$ cat src/rtl/load_store_unit.sv
// ---------------------------------------------------------------------------
// load_store_unit
//   Converts one RISC-V load/store per instruction into a single word-aligned
//   memory bus transaction. The effective address comes straight from the ALU.
//   Stores get per-byte strobes and lane-replicated data. Loads get the
//   addressed lane sign/zero-extended. The core is stalled while the access
//   is in flight. Misaligned, illegal-encoding and bus-timeout cases abort
//   with a one-cycle fault pulse instead of completing.
//
// Ports
//   clk, resetn        clock, synchronous active-low reset
//   lsu_valid          instruction valid for the LSU
//   is_load, is_store  access type (both high = illegal)
//   funct3             RISC-V width/sign field
//   addr               effective address
//   store_data         rs2 value
//   stall              hold PC/instruction (combinational)
//   done               1-cycle success pulse; load_data valid with it
//   load_data          extended load result, held until the next load
//   fault, fault_cause 1-cycle abort pulse; 01 misaligned, 10 timeout,
//                      11 illegal encoding
//   mem_req/we/addr/wstrb/wdata   bus request, held stable until mem_ready
//   mem_ready, mem_rdata          bus handshake and read data
// ---------------------------------------------------------------------------

// One byte lane of the store path: strobe bit and source byte for this lane.
module lsu_byte_lane #(
    parameter int unsigned LANE = 0
) (
    input  logic [1:0] size,    // funct3[1:0]: 00 byte, 01 half, 10 word
    input  logic [1:0] off,     // addr[1:0]
    input  logic [31:0] sd,
    output logic        strb,
    output logic [7:0]  wbyte
);
    localparam logic [1:0] L = 2'(LANE);

    // Which byte of store_data feeds this lane after replication.
    logic [1:0] src;

    always_comb begin
        strb = 1'b0;
        src  = 2'b00;
        case (size)
            2'b00: begin
                strb = (off == L);
                src  = 2'b00;
            end
            // Halfwords are aligned here, so off[1] picks the lane pair.
            2'b01: begin
                strb = (off[1] == L[1]);
                src  = {1'b0, L[0]};
            end
            2'b10: begin
                strb = 1'b1;
                src  = L;
            end
            default: begin
                strb = 1'b0;
                src  = 2'b00;
            end
        endcase
    end

    always_comb begin
        case (src)
            2'd0:    wbyte = sd[7:0];
            2'd1:    wbyte = sd[15:8];
            2'd2:    wbyte = sd[23:16];
            default: wbyte = sd[31:24];
        endcase
    end
endmodule

module load_store_unit #(
    parameter int unsigned TIMEOUT_CYCLES = 255
) (
    input  logic        clk,
    input  logic        resetn,
    input  logic        lsu_valid,
    input  logic        is_load,
    input  logic        is_store,
    input  logic [2:0]  funct3,
    input  logic [31:0] addr,
    input  logic [31:0] store_data,
    output logic        stall,
    output logic        done,
    output logic [31:0] load_data,
    output logic        fault,
    output logic [1:0]  fault_cause,
    output logic        mem_req,
    output logic        mem_we,
    output logic [31:0] mem_addr,
    output logic [3:0]  mem_wstrb,
    output logic [31:0] mem_wdata,
    input  logic        mem_ready,
    input  logic [31:0] mem_rdata
);
    localparam int unsigned NUM_LANES = 4;
    // Counter value on the last BUSY cycle the bus is allowed.
    localparam logic [15:0] TO_LAST = 16'(TIMEOUT_CYCLES - 1);

    localparam logic [1:0] CAUSE_MISALIGN = 2'b01;
    localparam logic [1:0] CAUSE_TIMEOUT  = 2'b10;
    localparam logic [1:0] CAUSE_ILLEGAL  = 2'b11;

    typedef enum logic [1:0] {IDLE, BUSY, RESP, ERR} state_t;

    // What the load path needs to remember once the instruction has moved on.
    typedef struct packed {
        logic [2:0] funct3;
        logic [1:0] off;
    } req_t;

    state_t      state;
    req_t        req_q;
    logic [15:0] cnt;

    logic        start;
    logic        illegal;
    logic        misaligned;

    logic [NUM_LANES-1:0]        strb_c;
    logic [NUM_LANES-1:0][7:0]   wdata_c;

    logic [31:0] lane_w;
    logic [31:0] ext;

    // ------------------------------------------------------------------
    // Decode of the instruction presented in IDLE
    // ------------------------------------------------------------------
    assign start = lsu_valid & (is_load | is_store);

    always_comb begin
        illegal = 1'b0;
        if (is_load & is_store) begin
            illegal = 1'b1;
        end else if (is_load) begin
            case (funct3)
                3'b000, 3'b001, 3'b010, 3'b100, 3'b101: illegal = 1'b0;
                default:                                illegal = 1'b1;
            endcase
        end else if (is_store) begin
            case (funct3)
                3'b000, 3'b001, 3'b010: illegal = 1'b0;
                default:                illegal = 1'b1;
            endcase
        end
    end

    always_comb begin
        case (funct3[1:0])
            2'b01:   misaligned = addr[0];
            2'b10:   misaligned = |addr[1:0];
            default: misaligned = 1'b0;
        endcase
    end

    // ------------------------------------------------------------------
    // Store lanes: strobes and replicated data, captured on entry to BUSY
    // ------------------------------------------------------------------
    genvar gi;
    generate
        for (gi = 0; gi < NUM_LANES; gi++) begin : g_lane
            lsu_byte_lane #(.LANE(gi)) u_lane (
                .size  (funct3[1:0]),
                .off   (addr[1:0]),
                .sd    (store_data),
                .strb  (strb_c[gi]),
                .wbyte (wdata_c[gi])
            );
        end
    endgenerate

    // ------------------------------------------------------------------
    // Load extraction from the returning bus word
    // ------------------------------------------------------------------
    always_comb begin
        lane_w = mem_rdata >> {req_q.off, 3'b000};
        case (req_q.funct3)
            3'b000:  ext = {{24{lane_w[7]}},  lane_w[7:0]};
            3'b001:  ext = {{16{lane_w[15]}}, lane_w[15:0]};
            3'b100:  ext = {24'd0, lane_w[7:0]};
            3'b101:  ext = {16'd0, lane_w[15:0]};
            default: ext = lane_w;
        endcase
    end

    // ------------------------------------------------------------------
    // Stall: only IDLE depends on the incoming instruction
    // ------------------------------------------------------------------
    always_comb begin
        if (!resetn)
            stall = 1'b0;
        else if (state == IDLE)
            stall = start;
        else
            stall = (state == BUSY);
    end

    // ------------------------------------------------------------------
    // Control FSM with registered bus and result outputs
    // ------------------------------------------------------------------
    always_ff @(posedge clk) begin
        if (!resetn) begin
            state       <= IDLE;
            req_q       <= '0;
            cnt         <= '0;
            done        <= 1'b0;
            fault       <= 1'b0;
            fault_cause <= 2'b00;
            load_data   <= '0;
            mem_req     <= 1'b0;
            mem_we      <= 1'b0;
            mem_addr    <= '0;
            mem_wstrb   <= 4'b0000;
            mem_wdata   <= '0;
        end else begin
            // Pulses last exactly one cycle unless re-armed below.
            done  <= 1'b0;
            fault <= 1'b0;

            case (state)
                IDLE: begin
                    if (start) begin
                        if (illegal) begin
                            state       <= ERR;
                            fault       <= 1'b1;
                            fault_cause <= CAUSE_ILLEGAL;
                        end else if (misaligned) begin
                            state       <= ERR;
                            fault       <= 1'b1;
                            fault_cause <= CAUSE_MISALIGN;
                        end else begin
                            state         <= BUSY;
                            req_q.funct3  <= funct3;
                            req_q.off     <= addr[1:0];
                            cnt           <= '0;
                            mem_req       <= 1'b1;
                            mem_we        <= is_store;
                            mem_addr      <= {addr[31:2], 2'b00};
                            mem_wstrb     <= is_store ? strb_c : 4'b0000;
                            mem_wdata     <= wdata_c;
                        end
                    end
                end

                BUSY: begin
                    // Success is checked first so a late ready on the
                    // final allowed cycle still completes.
                    if (mem_ready) begin
                        state     <= RESP;
                        done      <= 1'b1;
                        mem_req   <= 1'b0;
                        mem_we    <= 1'b0;
                        mem_wstrb <= 4'b0000;
                        if (!mem_we)
                            load_data <= ext;
                    end else if (cnt == TO_LAST) begin
                        state       <= ERR;
                        fault       <= 1'b1;
                        fault_cause <= CAUSE_TIMEOUT;
                        mem_req     <= 1'b0;
                        mem_we      <= 1'b0;
                        mem_wstrb   <= 4'b0000;
                    end else begin
                        cnt <= cnt + 16'd1;
                    end
                end

                RESP: begin
                    state <= IDLE;
                end

                ERR: begin
                    state       <= IDLE;
                    fault_cause <= 2'b00;
                end

                default: state <= IDLE;
            endcase
        end
    end
endmodule

$ cat config.mk
export PLATFORM = sky130hd
export DESIGN_NAME = load_store_unit
export DESIGN_NICKNAME = d
export VERILOG_FILES = /design/src/rtl/load_store_unit.sv
export SDC_FILE = /design/constraint.sdc
export NUM_CORES = 1
export LEC_CHECK = 0
export ABC_AREA = 1
export CAP_MARGIN = 15
export CORE_MARGIN = 2
export CORE_UTILIZATION = 47
export CTS_BUF_LIST = sky130_fd_sc_hd__clkbuf_4
export CTS_CLUSTER_SIZE = 30
export DETAILED_ROUTE_END_ITERATION = 10
export HOLD_SLACK_MARGIN = 0.02
export PLACE_DENSITY = 0.82
export SETUP_SLACK_MARGIN = 0.3
export SLEW_MARGIN = 20
export SYNTH_ARGS = -nofsm -noshare
export SYNTH_HDL_FRONTEND = slang
export SYNTH_SLANG_ARGS = --single-unit
$ cat constraint.sdc
create_clock -name clk -period 2.3 [get_ports clk]
set_clock_uncertainty 0.2 [all_clocks]
set_input_delay 0.23 -clock clk [delete_from_list [all_inputs] [get_ports clk]]
set_output_delay 0.23 -clock clk [all_outputs]
set_load 0.01 [all_outputs]
Yosys cells after proc, flatten, opt, wreduce, memory -nomap -nowiden
Cells that the tools add are included.
Widths: inputs -> output; s select.
{"block": "word_totals", "inputBits": 105, "output_inout_bits": 107, "mem_count": 0, "ff_bits": 127, "ramBits": 0, "latch_bits": 0, "mem_bits_ro": 0, "word_cells": 135}
{"block": "op_classes", "div_mod_pow": 0, "addsub": 1, "shift": 1, "n_bitwise": 7, "n_lt_le_gt_ge": 0, "reduce_logical": 22, "eq_ne": 30, "n_mul": 0, "mux": 61}
{"cell": "$pmux 32 s4", "n": 1}
{"cell": "$mux 16", "n": 5}
{"cell": "$pmux 8 s3", "n": 3}
{"cell": "$pmux 16 s2", "n": 1}
{"cell": "$shr 32x5->32", "n": 1}
{"cell": "$mux 4", "n": 6}
{"cell": "$mux 1", "n": 22}
{"cell": "$mux 2", "n": 11}
{"cell": "$add 16x1->16 const B", "n": 1}
{"cell": "$eq 16x8->1 const B", "n": 1}
{"cell": "$eq 2x2->1 const B", "n": 7}
{"cell": "$eq 3x3->1 const B", "n": 4}
{"cell": "$logic_not 2->1", "n": 6}
{"cell": "$pmux 1 s3", "n": 4}
{"cell": "$pmux 2 s3", "n": 2}
{"cell": "$eq 2x1->1 const B", "n": 5}
{"cell": "$ne 2x2->1 const B", "n": 5}
{"cell": "$reduce_and 5->1", "n": 2}
{"cell": "$pmux 1 s2", "n": 4}
{"cell": "$pmux 4 s2", "n": 1}
{"cell": "$eq 3x1->1 const B", "n": 2}
{"cell": "$logic_not 3->1", "n": 2}
{"cell": "$reduce_and 6->1", "n": 1}
{"cell": "$reduce_or 2->1", "n": 3}
{"cell": "17 further kinds", "n": 22}

Logic depth before layout (Yosys ltp)
{"block": "logic_depth", "depth_word": 9, "ltp_mapped": 14, "ltp_nobuf": 12}

Cells and area by module
From an unflattened synthesis, not the netlist that was laid out.
{"block": "unflattened", "cells_unflattened": 1029, "hier_area_um2": 6700.2}
{"mod": "load_store_unit", "cells_each": 862, "instances": 1, "seq_area_each_um2": 2542.4, "area_per_inst_um2": 5893.2}
{"mod": "lsu_byte_lane (g_lane[3].u_lane)", "cells_each": 81, "instances": 1, "seq_area_each_um2": 0.0, "area_per_inst_um2": 376.6}
{"mod": "lsu_byte_lane (g_lane[1].u_lane)", "cells_each": 40, "instances": 1, "seq_area_each_um2": 0.0, "area_per_inst_um2": 202.7}
{"mod": "lsu_byte_lane (g_lane[2].u_lane)", "cells_each": 32, "instances": 1, "seq_area_each_um2": 0.0, "area_per_inst_um2": 145.1}
{"mod": "lsu_byte_lane (g_lane[0].u_lane)", "cells_each": 14, "instances": 1, "seq_area_each_um2": 0.0, "area_per_inst_um2": 82.6}

Worst setup path after synthesis
No wires, ideal clock.
{"block": "synth_timing", "path_type": "input port to flip-flop", "from": "in funct3[0]", "to": "reg mem_addr[16]", "setup_ns": 0.070, "slack_ns": 0.442, "n_path_buf": 3, "path_stages": 9, "arrival_ns": 1.587, "cell_sequence": "inv_1 > ha_1 > clkbuf_1 > nand3_1 > nand4_1 > buf_2 > buf_4 > nand2_1 > a21oi_1"}
{"block": "synth_via", "elab_chain_cells": 8, "elab_cells_between_ends": 18}
{"element": "from (decl)", "line": "83", "text": "input logic [2:0] funct3,"}
{"element": "$eq 3x1->1 (tied with other cells)", "line": "139, 144"}
{"element": "$reduce_or 3->1", "line": "144", "text": "case (funct3)"}
{"element": "$mux 1", "line": "144"}
{"element": "$mux 1", "line": "143", "text": "end else if (is_store) begin"}
{"element": "$mux 1", "line": "138", "text": "end else if (is_load) begin"}
{"element": "$mux 1", "line": "136", "text": "if (is_load & is_store) begin"}
{"element": "$not 1->1 (no line)"}
{"element": "$reduce_and 4->1 (no line) *"}
{"element": "to (signal assigned)", "line": "241", "text": "mem_addr <= {addr[31:2], 2'b00};"}
{"element": "to (decl)", "line": "93", "text": "output logic [31:0] mem_addr,"}
Every way passes the cells marked *; elsewhere a longest branch is shown, timed or not.
A chain may end at the register's enable or synchronous reset.

Worst setup path in the final report
{"block": "layout_timing", "from": "reg mem_we", "to": "out mem_we"}
{"element": "from (decl)", "line": "92", "text": "output logic mem_we,"}
{"element": "from (signal assigned)", "line": "240", "text": "mem_we <= is_store;"}
No word-level cell between the ends.

==> results.py <==
metrics = {
    "outcome": {
        "status": "finished clean",
    },
    "global_routing": {
        "grt_pass1_vias": 6872,
        "grt_antenna_before_repair": 1,
        "grtUsageMet1_pct": 33.2,
        "grt_util_met3_pct": 8.32,
        "grt_util_all_layers_pct": 28.4,
        "grt_busiest_layer": "met2",
        "use_met2_pct": 47.1,
        "grt_max_degree": 103,
        "gr-total-overflow": 0,
        "grt_pass1_wl_mm": 32.8,
    },
    "flow_run": {
        "drv_cap": 0,
    },
    "floorplanning": {
        "fp.dieArea_um2": 14300,
        "initial_core_util_pct": 47.8,
        "die_h_um": 120,
        "row_count": 42,
        "io_pins": 212,
        "core_area_um2": 13100,
        "fp.dieW_um": 120,
    },
    "setup_path": {
        "path_delay_family": "buffers and inverters",
        "critPathBufInv": 1,
        "setup.worst_path.end_class": "output port",
        "crit_slowest_cell": "clkdlybuf4s50_1",
        "path_cells": "clkdlybuf4s50_1",
        "worstPathRequired_ns": 1.87,
        "critical_path_class": "reg2out",
        "critPathMaxFanout": 3,
        "ff2ff_path_depth": 10,
        "ff2ff_setup_slack_ns": 0.42,
        "crit_cells": 1,
        "max_stage_delay_ns": 0.59,
        "worstPathArrival_ns": 1.51,
        "crit_path_start_kind": "register",
    },
    "finish": {
        "regArea_um2": 2560,
        "fillerInstances": 1093,
        "multi_input_area_um2": 3160,
        "utilization_pct": 72.2,
        "area_growth_pct": 51.1,
        "drive_gt1_share_pct": 9.54,
        "nets": 1326,
    },
    "min_path": {
        "hold_path_class": "in2reg",
        "holdPathStages": 3,
    },
    "power_and_ir_drop": {
        "ir_worst_vdd_mv": 0.471,
        "p_per_area_nw_per_um2": 629,
        "p_leak_nw": 3.90,
    },
    "placed_design": {
        "dp_slack_ns": -0.149,
        "io_buffer_count": 209,
        "gp_congestion": 0.953,
        "hpwl_mm": 14.2,
    },
    "cts": {
        "cts_max_path_buffers": 2,
        "path_clk_slew_ns": 0.12,
        "h-tree-depth": 4,
        "clock_sinks": 127,
        "cts_root_buf": "clkbuf_4",
        "clk_latency_ns": 0.55,
        "cts_buffers": 17,
        "tritoncts": "built",
    },
    "route": {
        "vias_per_cell": 5.09,
        "vias": 7152,
        "wirelength_mm": 20.4,
        "ant_nets": 0,
        "wl_per_cell_um": 14.5,
        "dr.pass1.iters": 5,
        "drt-initial-drc-count": 499,
        "drc": 0,
    },
    "sta": {
        "max_freq_mhz": 514,
        "finalSetupTns_ns": 0,
        "rsz0062_at_grt": "yes",
        "setup_viol": 0,
        "final.setup.worst_slack_ns": 0.355,
        "hold_viol_final": 0,
        "fin_crit_ns": 1.94,
        "slew_headroom_pct": 64.5,
        "final_max_slew_viol_count": 0,
        "timing.final.crit_share_pct": 84.6,
        "worst_slew_pin_slew_ns": 0.530,
        "hold_ws_ns": 0.0603,
    },
    "synth": {
        "ys_warn_count": 0,
        "syn_inst": 963,
        "seq_area_frac_synth_pct": 40.5,
        "synth.distinct_cells": 36,
        "syn_avg_cell_area_um2": 6.52,
        "syn_area_um2": 6280,
        "synth_seq_cells": 127,
    },
}
Yosys cell counts, drive strengths merged:
cell	number	share of area (%)
nand2	281	17
nor2	132	8.1
a21oi	129	10
dfxtp	127	40
inv	85	5.1
o21ai	81	6.5
buf	30	3.2
clkbuf	25	1.5
nand3	24	2.0
nand4	10	1.0
o31ai	8	0.96
ha	7	1.4
a31oi	5	0.50
o21bai	4	0.48
or2	3	0.30
xnor2	2	0.28
xor2	2	0.28
a211oi	1	0.12
a41oi	1	0.14
and3	1	0.10
clkinv	1	0.060
conb	1	0.060
nor3	1	0.080
nor3b	1	0.12
o22ai	1	0.10
timing repair:
| action | CTS | global route |
|---|---|---|
| setup buffers | 4 | 1 |
| endpoints found under the hold margin | 26 | 0 |
| hold buffers | 26 | 0 |
| setup endpoints to repair | 1 | 56 |
| pin swaps | 4 | 3 |
| resized for setup | 11 | 23 |
| cloned | 0 | 0 |
final cells by class:
type                    instances  area share, %
multi-input cells             696           33.3
repair buffers                286           30.3
flip-flops and latches        127           27.0
inverters                      86           3.46
well taps                     176           2.32
clock inverters                15           2.29
clock buffers                  17           1.35
diodes                          2         0.0527
placed cells by master, fill, tap and decap left out, types with 17 or more instances in the layout:
| master | Yosys | layout |
|---|---|---|
| nand2_1 | 278 | 275 |
| clkdlybuf4s50_1 | 0 | 207 |
| a21oi_1 | 128 | 128 |
| nor2_1 | 129 | 126 |
| dfxtp_1 | 127 | 117 |
| inv_1 | 81 | 78 |
| o21ai_0 | 70 | 69 |
| buf_4 | 6 | 40 |
| dlygate4sd3_1 | 0 | 26 |
| nand3_1 | 23 | 23 |
| clkbuf_4 | 0 | 17 |
layer usage:
| metal | up-vias | part of all wire, % | wire [um] |
|---|---|---|---|
| li1 | 3584 | - | - |
| met1 | 3216 | 41 | 8260 |
| met2 | 289 | 48 | 9750 |
| met3 | 63 | 7.6 | 1560 |
| met4 | 0 | 4.0 | 808 |
| met5 | - | 0 | 0 |
cell families (layout without fill, tap and decap cells):
| group | count (synthesis) | count (layout) | synth area share, % |
|---|---|---|---|
| AND/OR/NAND/NOR | 453 | 453 | 28.6 |
| AO/OA/AOI/OAI | 230 | 230 | 19.1 |
| buffers and inverters | 141 | 404 | 9.80 |
| flip-flops | 127 | 127 | 40.5 |
| adder cells (fa/ha/maj) | 7 | 7 | 1.39 |
| XOR/XNOR | 4 | 4 | 0.558 |
| other | 1 | 4 | 0.0597 |
worst paths after layout:
check / startpoint / end
setup / recovery: mem_we$_SDFFE_PN0P_ / mem_we
hold / removal: addr[29] / mem_addr[29]$_SDFFE_PN0P_
setup reg to reg: state[1]$_SDFFE_PN0P_ / load_data[3]$_SDFFE_PN0P_
hold reg to reg: mem_wstrb[0]$_SDFFE_PN0P_ / mem_wstrb[0]$_SDFFE_PN0P_
flip-flops by register name, summed over array words and instances (netlist names):
name and count:
cnt 16, done 1, fault 1, fault_cause 2, load_data 32, mem_addr 30
mem_req 1, mem_wdata 32, mem_we 1, mem_wstrb 4, req_q 5, state 2
where the power goes:
group | switching, mW | leakage, nW | internal (mW)
registers | 0.0941 | 1.04 | 2.35
logic | 0.860 | 2.68 | 0.812
clock network | 0.884 | 0.177 | 0.967
worst min-delay path: cells and delay by family:
kind                   cells  cell delay [ns]
buffers and inverters      1             0.42
AOI/OAI and AO/OA          1             0.05
and+or+nand+nor            1             0.07
stage by stage:
step           power [mW]  instance area, um^2  instances
2_1_floorplan        3.25                 6280        964
3_3_place_gp         4.02                 8780       1340
3_5_place_dp         4.04                 8780       1340
4_1_cts              5.93                 9430       1402
5_1_grt              6.26                 9490       1405
6_report             5.97                 9490       1405
(Power assumes the default switching activity.)
